--- src/rtl/mem_access_sequencer.sv ---
// mem_access_sequencer: byte-wide data memory master for 8/16-bit loads/stores.
// Optional MEM_ACCESS_ALIGN_CHECK_EN rejects odd wide accesses with rsp_err.
//
// Ports:
//   clk, reset              clock, synchronous active-high reset
//   req_valid/req_ready     request handshake
//   req_write/req_wide      store/load, 16/8-bit
//   req_addr/req_wdata      low-byte address, store data
//   rsp_valid/rsp_rdata     one-cycle completion pulse, load data
//   rsp_err                 misaligned wide access rejected
//   MemAdr/ReadEn/WriteEn   memory address and strobes
//   DatIn/DatOut            memory write data, memory read data
module mem_access_sequencer #(
  parameter int AW = 8,
  parameter int DW = 8
) (
  input  logic            clk,
  input  logic            reset,
  input  logic            req_valid,
  output logic            req_ready,
  input  logic            req_write,
  input  logic            req_wide,
  input  logic [AW-1:0]   req_addr,
  input  logic [2*DW-1:0] req_wdata,
  output logic            rsp_valid,
  output logic [2*DW-1:0] rsp_rdata,
  output logic            rsp_err,
  output logic [AW-1:0]   MemAdr,
  output logic            ReadEn,
  output logic            WriteEn,
  output logic [DW-1:0]   DatIn,
  input  logic [DW-1:0]   DatOut
);

  typedef enum logic [1:0] {
    IDLE,
    BYTE0,
    BYTE1,
    RESP
  } state_t;

  state_t          state;
  logic            wrQ;
  logic            wideQ;
  logic [AW-1:0]   addrQ;
  logic [2*DW-1:0] wdataQ;
  logic [DW-1:0]   rdLo;
  logic            readyQ;
  logic            validQ;
  logic            errQ;
  logic [2*DW-1:0] rdataQ;

  logic            memCyc;
  logic            hiByte;
  logic            strobe;
  logic            misalign;

`ifdef MEM_ACCESS_ALIGN_CHECK_EN
  assign misalign = req_wide && req_addr[0];
`else
  assign misalign = 1'b0;
`endif

  assign memCyc = (state == BYTE0) || (state == BYTE1);
  assign hiByte = (state == BYTE1);

  // Strobes are gated by reset so an aborted access never commits.
  assign ReadEn  = !reset && memCyc && !wrQ;
  assign WriteEn = !reset && memCyc && wrQ;
  assign strobe  = ReadEn || WriteEn;

  assign MemAdr = !strobe ? '0
                : hiByte  ? addrQ + AW'(1)
                :           addrQ;

  assign DatIn = !WriteEn ? '0
               : hiByte   ? wdataQ[2*DW-1:DW]
               :            wdataQ[DW-1:0];

  assign req_ready = readyQ;
  assign rsp_valid = validQ;
  assign rsp_rdata = rdataQ;
  assign rsp_err   = errQ;

  always_ff @(posedge clk) begin
    if (reset) begin
      state  <= IDLE;
      wrQ    <= 1'b0;
      wideQ  <= 1'b0;
      addrQ  <= '0;
      wdataQ <= '0;
      rdLo   <= '0;
      readyQ <= 1'b1;
      validQ <= 1'b0;
      errQ   <= 1'b0;
      rdataQ <= '0;
    end else begin
      validQ <= 1'b0;
      errQ   <= 1'b0;
      unique case (state)
        IDLE: begin
          if (req_valid && readyQ) begin
            wrQ    <= req_write;
            wideQ  <= req_wide;
            addrQ  <= req_addr;
            wdataQ <= req_wdata;
            rdLo   <= '0;
            readyQ <= 1'b0;
            if (misalign) begin
              state  <= RESP;
              validQ <= 1'b1;
              errQ   <= 1'b1;
              rdataQ <= '0;
            end else begin
              state <= BYTE0;
            end
          end
        end
        BYTE0: begin
          if (!wrQ) rdLo <= DatOut;
          if (wideQ) begin
            state <= BYTE1;
          end else begin
            state  <= RESP;
            validQ <= 1'b1;
            rdataQ <= wrQ ? '0 : {{DW{1'b0}}, DatOut};
          end
        end
        BYTE1: begin
          state  <= RESP;
          validQ <= 1'b1;
          rdataQ <= wrQ ? '0 : {DatOut, rdLo};
        end
        RESP: begin
          state  <= IDLE;
          readyQ <= 1'b1;
        end
        default: begin
          state  <= IDLE;
          readyQ <= 1'b1;
        end
      endcase
    end
  end

endmodule
--- config.mk ---
export PLATFORM = sky130hd
export DESIGN_NAME = mem_access_sequencer
export DESIGN_NICKNAME = d
export VERILOG_FILES = /design/src/rtl/mem_access_sequencer.sv
export SDC_FILE = /design/constraint.sdc
export NUM_CORES = 1
export LEC_CHECK = 0
export ABC_AREA = 1
export CORE_MARGIN = 3
export CORE_UTILIZATION = 34
export DETAILED_ROUTE_END_ITERATION = 8
export PLACE_DENSITY_LB_ADDON = 0.05
export REMOVE_ABC_BUFFERS = 1
export SKIP_LAST_GASP = 1
export SLEW_MARGIN = 20
export SYNTH_ARGS = -nofsm -noshare
export SYNTH_HDL_FRONTEND = slang
export SYNTH_SLANG_ARGS = --single-unit
--- constraint.sdc ---
create_clock -name clk -period 2.65 [get_ports clk]
set_clock_uncertainty 0.2 [all_clocks]
set_input_delay 0.53 -clock clk [delete_from_list [all_inputs] [get_ports clk]]
set_output_delay 0.53 -clock clk [all_outputs]
set_load 0.01 [all_outputs]
==> results.ini, run 1 <==
[layout]
seqCellArea_um2=1080
fill_cells=736
area_growth_pct=38.8
drive_above_1_share_pct=8.97
design_area_um2=3530
antenna_cells=0
layout.nets=489
multiInputGateArea_um2=1210

[worst_hold_path]
hp-start=wdataQ[6]
hold_depth=2
whs_endpoint=wdataQ[6]
hp-class=flop to flop

[route]
wl_per_cell_um=12.4
firstDrtPassIters=4
drcViolationCount=0
vias=2559
viasPerCell=4.72
wl_um=6710
drtAntennaViolNets=0
drtIter0Drc=119

[synth]
synthArstFlopShare_pct=0
synth_top_area_share_pct=42.5
ys.flop_type=dfxtp_1
synth.area.top_cells=dfxtp_1 43%, a21oi_1 11%, nand2_1 9.9%
synth.largest_area_cell=dfxtp_1
yosysMostFrequentCell=nand2_1
synth.distinct_cells=19
syn_avg_cell_area_um2=6.83
synthCells=372
yosys_warnings=0
synthTopCellsByCount=67 x nand2_1, 58 x a21oi_1, 54 x dfxtp_1
synth_edf_count=0
syn_area_um2=2540
synth-seq-area-share_pct=42.5
ys_seq_elements=54

[global_route]
track_usage_pct=16.5
grt_max_degree=52
grt_pass1_vias=2505
antenna_found_initial=0
overflow=0
grt_pass1_wl_um=11500

[floorplan]
start_util_pct=36.2
die_w_um=92.5
fp.dieArea_um2=8550
die_y_um=92.5
fp-row-count=30
coreArea_um2=7020
ios=74

[worst_setup_path]
r2r_end=rsp_rdata[4]
crit-reg2reg-launch=state[0]
worstPathMaxFanout=3
path_class=primary input to output pin
worstRegToRegCells=8
r2r_slack_ns=0.54
arrival_ns=1.83
required_ns=1.92
start_kind=primary input
endpoint_kind=output pin

[sta]
period_needed_ns=2.56
hold_viol=0
rsz0062_at_grt=yes
setup_slack_ns=0.0861
maxSlewHeadroom_pct=56.8
max_clock_freq_mhz=390
post-route-period-util_pct=96.7
hold_ws_ns=0.248
tightest_slew_ns=0.647
drv_slew=0
setup_viol_count_final=0

[clocking]
cts_num_sinks=54
cts_tree=done
clock_latency_ns=0.30
clock_path_buffers=2
numCtsBuffers=5
clk_pin_slew_ns=0.09
cts_setup_buffers=0
root_buffer=clkbuf_8
htreeDepth=2

[place]
pre_cts_slack_ns=-0.293
numPortBuffers=72
hpwl_um=4820
placed_area_um2=3420
gp_congestion=0.780

[power_and_ir_drop]
internal_power_mw=2.15
power_mw=3.61
peakVddDrop_uv=323
sw_frac_of_total_pct=40.4
leakage_nw=1.54
p_clk_share_pct=15.7
pwr-share-seq_pct=35.5
switching_power_mw=1.46
power_frac_comb_pct=48.9
p_per_area_nw_per_um2=1020

[run]
cap_violations=0

[outcome]
status=finished, final reports clean

-- worst max-delay path: stages --
cell             delay [ns]
clkdlybuf4s50_1        0.50
nor2_4                 0.20
inv_2                  0.07
nor3_2                 0.24
dlygate4sd2_1          0.30
-- cell families (layout without fill, tap and decap cells) --
group | count (synthesis) | after routing | synth area share, %
buffers and inverters | 63 | 137 | 10.6
adders and majority gates | 6 | 6 | 2.95
and+or+nand+nor | 141 | 141 | 22.6
AOI/OAI and AO/OA | 107 | 107 | 21.1
other | 1 | 1 | 0.148
DFF | 54 | 54 | 42.5
-- layout make-up --
type / count / share of cell area, %
sequential: 54 / 30.7
clock buffer: 6 / 2.34
tap: 96 / 3.41
multi-input combinational: 255 / 34.4
clock inverter: 1 / 0.851
inverter: 43 / 4.58
timing repair buffer: 87 / 23.7
-- power groups by stage --
stage | sequential, mW | combinational, mW | clock, mW
6_report | 1.28 | 1.76 | 0.565
3_5_place_dp | 1.29 | 1.80 | 0
3_3_place_gp | 1.28 | 1.78 | 0
4_1_cts | 1.28 | 1.79 | 0.594
2_1_floorplan | 1.31 | 1.01 | 0
5_1_grt | 1.32 | 2.02 | 0.625
-- worst max-delay path by stage --
stage,slack (ns),from,to,depth (start not counted)
2_1_floorplan,0.22,state[0],MemAdr[0],4
3_3_place_gp,-0.27,reset,DatIn[7],5
3_5_place_dp,-0.29,reset,DatIn[5],5
4_1_cts,-0.16,state[1],DatIn[5],7
5_1_grt,-0.02,state[0],MemAdr[5],8
6_report,0.09,reset,MemAdr[3],5
-- cells in the final DEF, fill, tap and decap left out, types with 3 or more instances in the layout --
| master | count |
|---|---|
| nand2_1 | 66 |
| a21oi_1 | 58 |
| clkdlybuf4s50_1 | 54 |
| dfxtp_1 | 53 |
| o21ai_0 | 49 |
| nor2_1 | 47 |
| inv_1 | 40 |
| nand3_1 | 16 |
| buf_4 | 13 |
| dlygate4sd2_1 | 10 |
| clkbuf_8 | 6 |
| ha_1 | 5 |
| dlymetal6s2s_1 | 4 |
| clkbuf_2 | 4 |
| nand2_2 | 3 |
-- layer usage --
metal  vias up  global-route usage [%]  share of wire, %
met5         -                       0                 0
met4         0                    4.95              0.70
met3         4                    4.55               5.7
met2        61                    27.4                48
met1      1159                    20.7                46
li1       1335                       -                 -
-- per-stage QoR --
step	setup TNS [ns]	cells	util (%)
finish	0	542	50.2
floorplan	0	352	-
global route	-0.0674	542	50.2
CTS	-0.467	542	50.2
global placement	-3.70	535	48.7
detailed placement	-3.59	535	48.7
-- timing repair --
action / in CTS / in global routing
setup endpoints to repair: 18 / 12
resized for setup: 18 / 14
hold buffers: 0 / 0
-- sequential cells by signal, indices dropped and copies added (netlist names) --
signal	count
addrQ	8
state	2
rsp_valid	1
wrQ	1
wdataQ	16
rsp_rdata	16
wideQ	1
rdLo	8
req_ready	1
Power figures use the tool's default switching activity.
==> inputs of run 2 (changes only) <==
--- a/config.mk
+++ b/config.mk
@@ -9,10 +9,11 @@
 export CORE_MARGIN = 3
 export CORE_UTILIZATION = 34
 export DETAILED_ROUTE_END_ITERATION = 8
+export GPL_ROUTABILITY_DRIVEN = 0
 export PLACE_DENSITY_LB_ADDON = 0.05
 export REMOVE_ABC_BUFFERS = 1
-export SKIP_LAST_GASP = 1
 export SLEW_MARGIN = 20
 export SYNTH_ARGS = -nofsm -noshare
 export SYNTH_HDL_FRONTEND = slang
 export SYNTH_SLANG_ARGS = --single-unit
+export TNS_END_PERCENT = 30
==> results.ini, run 2 (synthesis results as in run 1) <==
[outcome]
status=finished, final reports clean

[layout]
design_area_um2=3520  ; -0.32%
antenna_cells=0  ; unchanged
area_growth_pct=38.4
fill_cells=739  ; +0.41%
layout_common_cells=66 x nand2_1, 58 x a21oi_1, 54 x clkdlybuf4s50_1
fin_util_pct=50.1  ; -0.16 points
layout.nets=489  ; unchanged
final_common_cell=nand2_1
drive_above_1_share_pct=8.97  ; unchanged

[power_and_ir_drop]
peakVddDrop_uv=323  ; about the same
p_per_area_nw_per_um2=1030  ; +0.34%
power_mw=3.61  ; about the same
leakage_nw=1.50  ; -2.7%

[route]
wl_per_cell_um=12.3  ; -0.46%
drtAntennaViolNets=0  ; unchanged
wl_um=6680  ; -0.46%
drcViolationCount=0  ; unchanged
drtIter0Drc=123  ; +3.4%
vias=2557  ; -0.078%
viasPerCell=4.72  ; about the same
firstDrtPassIters=4  ; unchanged

[floorplan]
fp-row-count=30  ; unchanged
die_y_um=92.5  ; unchanged
ios=74  ; unchanged
start_util_pct=36.2  ; unchanged
die_w_um=92.5  ; unchanged
fp.dieArea_um2=8550  ; unchanged
coreArea_um2=7020  ; unchanged

[worst_setup_path]
path_class=primary input to output pin
critPathTopFamily=buffers and inverters
worst-path-buf-inv=3  ; unchanged
crit-reg2reg-launch=state[0]
worstRegToRegCells=8  ; unchanged
arrival_ns=1.84  ; about the same
r2r_end=rsp_rdata[4]
critPathMaxStageDelay_ns=0.50  ; about the same
crit_path_top_delay_cell=clkdlybuf4s50_1
crit_path_cell_trace=clkdlybuf4s50_1 -> nor2_4 -> inv_2 -> nor3_2 -> dlygate4sd2_1
required_ns=1.92  ; about the same
start_kind=primary input
worstPathMaxFanout=3  ; unchanged
r2r_slack_ns=0.55  ; about the same
endpoint_kind=output pin

[global_route]
grt_max_degree=52  ; unchanged
overflow=0  ; unchanged
grt_pass1_vias=2505  ; unchanged
grt_pass1_wl_um=11500  ; unchanged
track_usage_pct=16.5  ; unchanged
antenna_found_initial=0  ; unchanged

[place]
hpwl_um=4820  ; unchanged
numPortBuffers=72  ; unchanged
placed_area_um2=3420  ; unchanged
pre_cts_slack_ns=-0.293  ; unchanged

[clocking]
cts_num_sinks=54  ; unchanged
htreeDepth=2  ; unchanged
root_buffer=clkbuf_8
numCtsBuffers=5  ; unchanged
clock_latency_ns=0.30  ; about the same
clock_path_buffers=2  ; unchanged
cts_tree=done
clk_pin_slew_ns=0.09  ; about the same

[sta]
post-route-period-util_pct=96.9  ; +0.16 points
hold_viol=0  ; unchanged
max_clock_freq_mhz=389  ; -0.17%
rsz0062_at_grt=yes
tightest_slew_ns=0.639  ; -0.00805 ns
setup_viol_count_final=0  ; unchanged
tns_ns=0  ; unchanged
period_needed_ns=2.57  ; +0.00434 ns
setup_slack_ns=0.0818  ; -0.00434 ns
maxSlewHeadroom_pct=57.3  ; +0.54 points
drv_slew=0  ; unchanged

[worst_hold_path]
hp-start=wdataQ[6]
hold_depth=2  ; unchanged
whs_endpoint=wdataQ[6]
hp-class=flop to flop

[run]
cap_violations=0  ; unchanged

## run 2: per-layer routing
layer / global-route usage, % / part of all wire [%]
met1: 20.7 / 46
met2: 27.4 / 47
met3: 4.55 / 5.7
met4: 4.95 / 0.70
met5: 0 / 0
## run 2: through the flow
| stage | hold slack, ns | cells |
|---|---|---|
| 6_report | 0.248 | 542 |
| 5_1_grt | 0.268 | 542 |
| 4_1_cts | 0.252 | 542 |
| 3_5_place_dp | 0.237 | 535 |
| 3_3_place_gp | 0.231 | 535 |
| 2_1_floorplan | 0.225 | 352 |
## run 2: worst max path at each step
stage,start,to,slack [ns],cells after the start
after global routing,state[0],MemAdr[5],-0.02,8
after global placement,reset,DatIn[7],-0.27,5
after CTS,state[1],WriteEn,-0.04,7
final,reset,MemAdr[3],0.08,5
after detailed placement,reset,DatIn[5],-0.29,5
after floorplan,state[0],MemAdr[0],0.22,4
## run 2: layout make-up
type	instances	area [µm²]	share of cell area (%)
clock inverter	1	30.0	0.854
inverter	43	161	4.59
clock buffer	6	82.6	2.35
timing repair buffer	87	825	23.5
multi-input combinational	255	1210	34.6
tap	96	120	3.42
sequential	54	1080	30.8
## run 2: what timing repair did
item / CTS / global route
buffers inserted: 0 / 0
gates cloned: 0 / 0
resized for setup: 21 / 11
hold buffers: 0 / 0
endpoints found under the setup margin: 18 / 9
## run 2: report_power, final
part | total [mW] | switching, mW | internal [mW] | leakage, nW
combinational | 1.76 | 1.03 | 0.732 | 0.997
sequential | 1.28 | 0.166 | 1.11 | 0.445
clock | 0.565 | 0.262 | 0.303 | 0.0573
## run 2: worst min-delay path, delay by kind of cell, from the launching register on
kind	cells	cell delay [ns]
DFF	1	0.32
buffers and inverters	1	0.05
AOI/OAI and AO/OA	1	0.05
